### src/rtl/pipe_stage_reg_if.sv
// Bundle of the pipe_stage_reg beat, stall/flush controls and perf counters.
// master drives the beat into the stage chain, slave is the register chain itself.
interface pipe_stage_reg_if #(
  parameter int DATA_W = 32,
  parameter int CTRL_W = 2,
  parameter int RD_W   = 5
);
  logic              stall_i;
  logic              flush_i;
  logic              valid_i;
  logic [CTRL_W-1:0] ctrl_i;
  logic [DATA_W-1:0] data0_i;
  logic [DATA_W-1:0] data1_i;
  logic [RD_W-1:0]   rd_i;
  logic              valid_o;
  logic [CTRL_W-1:0] ctrl_o;
  logic [DATA_W-1:0] data0_o;
  logic [DATA_W-1:0] data1_o;
  logic [RD_W-1:0]   rd_o;
  logic [15:0]       stall_cnt_o;
  logic [15:0]       bubble_cnt_o;

  modport master (
    output stall_i, flush_i, valid_i, ctrl_i, data0_i, data1_i, rd_i,
    input  valid_o, ctrl_o, data0_o, data1_o, rd_o, stall_cnt_o, bubble_cnt_o
  );

  modport slave (
    input  stall_i, flush_i, valid_i, ctrl_i, data0_i, data1_i, rd_i,
    output valid_o, ctrl_o, data0_o, data1_o, rd_o, stall_cnt_o, bubble_cnt_o
  );
endinterface

### src/rtl/pipe_stage_reg.sv
// DEPTH-deep pipeline register with per-stage valid, stall hold and flush bubbles.
// Define PIPE_STAGE_REG_PERF_CNT_EN to build the saturating stall/bubble counters.
module pipe_stage_reg #(
  parameter int DATA_W = 32,
  parameter int CTRL_W = 2,
  parameter int RD_W   = 5,
  parameter int DEPTH  = 1
) (
  input  logic           clk_i,
  input  logic           rst_i,
  pipe_stage_reg_if.slave bus
);

  if (DEPTH < 1 || DEPTH > 4) begin : g_bad_depth
    $error("pipe_stage_reg: DEPTH must be in 1..4");
  end

  logic              r_valid [DEPTH];
  logic [CTRL_W-1:0] r_ctrl  [DEPTH];
  logic [DATA_W-1:0] r_data0 [DEPTH];
  logic [DATA_W-1:0] r_data1 [DEPTH];
  logic [RD_W-1:0]   r_rd    [DEPTH];

  always_ff @(posedge clk_i) begin
    if (!rst_i) begin
      for (int k = 0; k < DEPTH; k++) begin
        r_valid[k] <= 1'b0;
        r_ctrl[k]  <= '0;
        r_data0[k] <= '0;
        r_data1[k] <= '0;
        r_rd[k]    <= '0;
      end
    end else if (bus.flush_i) begin
      // data/rd are left alone; only the qualifying fields are dropped
      for (int k = 0; k < DEPTH; k++) begin
        r_valid[k] <= 1'b0;
        r_ctrl[k]  <= '0;
      end
    end else if (!bus.stall_i) begin
      r_valid[0] <= bus.valid_i;
      r_ctrl[0]  <= bus.ctrl_i & {CTRL_W{bus.valid_i}};
      r_data0[0] <= bus.data0_i;
      r_data1[0] <= bus.data1_i;
      r_rd[0]    <= bus.rd_i;
      for (int k = 1; k < DEPTH; k++) begin
        r_valid[k] <= r_valid[k-1];
        r_ctrl[k]  <= r_ctrl[k-1];
        r_data0[k] <= r_data0[k-1];
        r_data1[k] <= r_data1[k-1];
        r_rd[k]    <= r_rd[k-1];
      end
    end
  end

  assign bus.valid_o = r_valid[DEPTH-1];
  assign bus.ctrl_o  = r_ctrl[DEPTH-1];
  assign bus.data0_o = r_data0[DEPTH-1];
  assign bus.data1_o = r_data1[DEPTH-1];
  assign bus.rd_o    = r_rd[DEPTH-1];

`ifdef PIPE_STAGE_REG_PERF_CNT_EN
  logic [15:0] r_stall_cnt;
  logic [15:0] r_bubble_cnt;
  logic        w_stall_inc;
  logic        w_bubble_inc;

  assign w_stall_inc  = bus.stall_i & ~bus.flush_i;
  assign w_bubble_inc = bus.flush_i | (~bus.stall_i & ~bus.valid_i);

  always_ff @(posedge clk_i) begin
    if (!rst_i) begin
      r_stall_cnt  <= '0;
      r_bubble_cnt <= '0;
    end else begin
      if (w_stall_inc && r_stall_cnt != 16'hFFFF)
        r_stall_cnt <= r_stall_cnt + 16'd1;
      if (w_bubble_inc && r_bubble_cnt != 16'hFFFF)
        r_bubble_cnt <= r_bubble_cnt + 16'd1;
    end
  end

  assign bus.stall_cnt_o  = r_stall_cnt;
  assign bus.bubble_cnt_o = r_bubble_cnt;
`else
  assign bus.stall_cnt_o  = 16'h0000;
  assign bus.bubble_cnt_o = 16'h0000;
`endif

endmodule

### src/flat_wrapper.sv
// flat-port wrapper written by rule: the top's interface ports become plain ports
module pipe_stage_reg_flat 
#(
  parameter int DATA_W = 32,
  parameter int CTRL_W = 2,
  parameter int RD_W   = 5,
  parameter int DEPTH  = 1
)
  (clk_i, rst_i, bus_stall_i, bus_flush_i, bus_valid_i, bus_ctrl_i, bus_data0_i, bus_data1_i, bus_rd_i, bus_valid_o, bus_ctrl_o, bus_data0_o, bus_data1_o, bus_rd_o, bus_stall_cnt_o, bus_bubble_cnt_o);
  pipe_stage_reg_if #(.DATA_W(DATA_W), .CTRL_W(CTRL_W), .RD_W(RD_W)) bus_i ();
  input  logic clk_i;
  input  logic rst_i;
  input wire logic [$bits(bus_i.stall_i)-1:0] bus_stall_i;
  input wire logic [$bits(bus_i.flush_i)-1:0] bus_flush_i;
  input wire logic [$bits(bus_i.valid_i)-1:0] bus_valid_i;
  input wire logic [$bits(bus_i.ctrl_i)-1:0] bus_ctrl_i;
  input wire logic [$bits(bus_i.data0_i)-1:0] bus_data0_i;
  input wire logic [$bits(bus_i.data1_i)-1:0] bus_data1_i;
  input wire logic [$bits(bus_i.rd_i)-1:0] bus_rd_i;
  output wire logic [$bits(bus_i.valid_o)-1:0] bus_valid_o;
  output wire logic [$bits(bus_i.ctrl_o)-1:0] bus_ctrl_o;
  output wire logic [$bits(bus_i.data0_o)-1:0] bus_data0_o;
  output wire logic [$bits(bus_i.data1_o)-1:0] bus_data1_o;
  output wire logic [$bits(bus_i.rd_o)-1:0] bus_rd_o;
  output wire logic [$bits(bus_i.stall_cnt_o)-1:0] bus_stall_cnt_o;
  output wire logic [$bits(bus_i.bubble_cnt_o)-1:0] bus_bubble_cnt_o;
  assign bus_i.stall_i = bus_stall_i;
  assign bus_i.flush_i = bus_flush_i;
  assign bus_i.valid_i = bus_valid_i;
  assign bus_i.ctrl_i = bus_ctrl_i;
  assign bus_i.data0_i = bus_data0_i;
  assign bus_i.data1_i = bus_data1_i;
  assign bus_i.rd_i = bus_rd_i;
  assign bus_valid_o = bus_i.valid_o;
  assign bus_ctrl_o = bus_i.ctrl_o;
  assign bus_data0_o = bus_i.data0_o;
  assign bus_data1_o = bus_i.data1_o;
  assign bus_rd_o = bus_i.rd_o;
  assign bus_stall_cnt_o = bus_i.stall_cnt_o;
  assign bus_bubble_cnt_o = bus_i.bubble_cnt_o;
  pipe_stage_reg #(.DATA_W(DATA_W), .CTRL_W(CTRL_W), .RD_W(RD_W), .DEPTH(DEPTH)) u_core (.clk_i(clk_i), .rst_i(rst_i), .bus(bus_i));
endmodule
### config.mk
export PLATFORM = sky130hd
export DESIGN_NAME = pipe_stage_reg_flat
export DESIGN_NICKNAME = d
export VERILOG_FILES = /design/src/rtl/pipe_stage_reg_if.sv /design/src/rtl/pipe_stage_reg.sv /design/src/flat_wrapper.sv
export SDC_FILE = /design/constraint.sdc
export NUM_CORES = 1
export LEC_CHECK = 0
export CAP_MARGIN = 15
export CORE_AREA = 2 2 93 95
export DETAILED_ROUTE_END_ITERATION = 12
export DIE_AREA = 0 0 95 97
export GPL_TIMING_DRIVEN = 1
export PLACE_DENSITY = 0.75
export SLEW_MARGIN = 20
export SYNTH_ARGS = -nofsm -noshare
export SYNTH_HDL_FRONTEND = slang
export SYNTH_SLANG_ARGS = --single-unit
### constraint.sdc
create_clock -name clk_i -period 7.75 [get_ports clk_i]
set_input_delay 1.55 -clock clk_i [delete_from_list [all_inputs] [get_ports clk_i]]
set_output_delay 1.55 -clock clk_i [all_outputs]
set_load 0.02 [all_outputs]
==> results.md <==
* DRT iter0 DRCs at 71
* Largest net degree at the start of global routing at 70
* Crit path depth at 3
* Leak at 1.76 nW
* WP data arrival at 2960 ps
* Detailed Place HPWL at 4.38 mm
* Initial antenna violation count at 0
* Standard-cell row count at 33
* DR DRC count at 0
* # fillers at 675
* Remaining Overflow, GRT at 0
* Final RePlAce weighted congestion at 0.686
* Post-DRT Antenna Nets at 0
* Worst setup EP type: flop
* Resized Gates After CTS at 0
* Per-cell routed wire length at 13.7 µm
* Finish-stage setup viols at 0
* Via-per-instance ratio at 4.10
* Total GRT Usage at 13.3%
* First-pass GRT wire length at 9.11 mm
* Die area at 0.00922 mm²
* Crit start category: input port
* Fin nets at 415
* Critical path type: input port to flop
* Starting Density at 36.4%
* Crit path from: bus_flush_i
* CP bufs+invs at 2
* Post-route cell area at 0.00463 mm²
* Fmax achieved at 332 MHz
* H-tree levels at 3
* CTS tree: yes
* Area growth syn-to-layout at 56.3%
* P per Cell Area at 207 mW/mm²
* # IOs at 180
* Slew Viols, Final at 0
* Cells after Synth at 187
* Sw power at 0.227 mW
* Syn. warnings at 0
* Max stage delay on crit path at 650 ps
* WL final at 6.13 mm
* Cell Chain, Critical Path: clkdlybuf4s50_1 -> o21ai_4 -> buf_4
* Vias in the first global route at 1758
* Crit path to: u_core.r_data0[0][0]
* Switching share of power at 23.7%
* First-pass iteration count of the detailed router at 4
* Final core utilization at 56.9%
* Worst Tran Pin Value at 857 ps
* Number of port buffers at 147
* Max Cap Viol at 0
* Mapped Avg Cell Area at 15.8 µm²
* Via Count at 1835
* Combinational Power Share at 18.1%
* Delay-heaviest family, CP: buffers and inverters
* Die boundary width at 95 µm
* Req. time, crit path at 7700 ps
* Core area at 0.00813 mm²
* Sequential element share of the synthesized area at 73.0%
* Clock Sink Count at 72
* Fin. Hold Viols at 0
* Setup TNS at 0 ps
* CTS Buf Count at 9
* Cell at the slowest stage of the critical path: buf_4
* Setup Buffers After CTS at 0
* Hold Crit Class: input port to flop
* Netlist cell types at 11
* Clk Tree Root Cell: clkbuf_8
* Cts hold-fix bufs at 0
* Status: complete, no violations
* Period utilization at 38.8%
* Clock share of power at 32.9%
* Seq pwr share at 49.1%
* Relative slew margins at 42.9%
* Int Pwr at 0.730 mW
* Cell Area, Synth at 0.00296 mm²
* Peak VDD IR at 0.0757 mV
* Seq cells post-synth at 72
* Tmin final at 3010 ps
* Dpl cell area at 0.00442 mm²
* RSZ-0062 raised after global routing: false
* Die height at 97 µm
* Clock transition at path regs at 80 ps
* Bufs on Longest Clock Path at 2
* Share of cells above drive strength 1 at 10.2%
* Ant. Diodes at 0
* Worst Path Max Fanout at 69
[cells in the final DEF (no fill, tap or decap), drive strengths merged]
cell             n
nor3b            1
bufinv           2
o21ai            1
clkbuf          10
conb            32
nand3b           1
buf              2
clkinv           3
and4bb           1
and2            71
edfxtp          72
clkdlybuf4s50  147
[Yosys cell counts]
master    count  share of area, %
edfxtp_1     72                73
and2_1       55                12
buf_4        32               8.1
and2_2       16               4.1
clkbuf_2      5              0.84
buf_6         2              0.76
and4bb_2      1              0.42
conb_1        1              0.13
nand3b_1      1              0.25
nor3b_4       1              0.63
o21ai_0       1              0.17
[state kept, by name, summed over array words and instances (netlist names)]
signal          flops
u_core.r_valid      1
u_core.r_ctrl       2
u_core.r_data1     32
u_core.r_rd         5
u_core.r_data0     32
[worst min path at each step]
stage / start / to / slack [ps] / depth (start not counted)
2_1_floorplan: bus_ctrl_i[0] / u_core.r_ctrl[0][0] / 1750 / 1
3_3_place_gp: bus_data1_i[9] / u_core.r_data1[0][9] / 2200 / 2
3_5_place_dp: bus_data0_i[24] / u_core.r_data0[0][24] / 2210 / 2
4_1_cts: bus_rd_i[3] / u_core.r_rd[0][3] / 1850 / 2
5_1_grt: bus_data1_i[14] / u_core.r_data1[0][14] / 1860 / 2
6_report: bus_rd_i[3] / u_core.r_rd[0][3] / 1870 / 2
[metal layers]
layer	part of all wire (%)	global-route usage (%)	wire [µm]
met1	38	15.1	2300
met2	48	22.2	2940
met3	12	4.13	753
met4	2.2	6.80	133
met5	0	0	0
[per-stage QoR]
stage / instances / hold WS (ps) / total power, mW / setup WS (ps)
final: 448 / 1870 / 0.957 / 4740
after global routing: 448 / 1860 / 0.994 / 4660
after CTS: 448 / 1850 / 0.968 / 4750
after detailed placement: 433 / 2210 / 0.653 / 4380
after global placement: 433 / 2200 / 0.651 / 4420
after floorplan: 218 / 1750 / 0.566 / 746
[cell type report]
cell class	instances	area, µm²	area share [%]
Clock inverter	5	82.6	1.78
Clock buffer	10	128	2.76
Sequential cell	72	2160	46.7
Timing Repair Buffer	149	1490	32.1
Multi-Input combinational cell	107	639	13.8
Tap cell	105	131	2.84
[power by group through the flow]
stage / clock [mW] / combinational [mW] / sequential [mW]
global route: 0.339 / 0.183 / 0.472
global placement: 0 / 0.174 / 0.478
floorplan: 0 / 0.0430 / 0.523
finish: 0.314 / 0.173 / 0.470
CTS: 0.323 / 0.175 / 0.470
detailed placement: 0 / 0.174 / 0.479
[logic make-up after synthesis]
family	share of synthesized area, %
AOI/OAI and AO/OA	0.169
buffers and inverters	9.72
DFF	73.0
other	0.127
and+or+nand+nor	17.0
(Power assumes the default switching activity.)
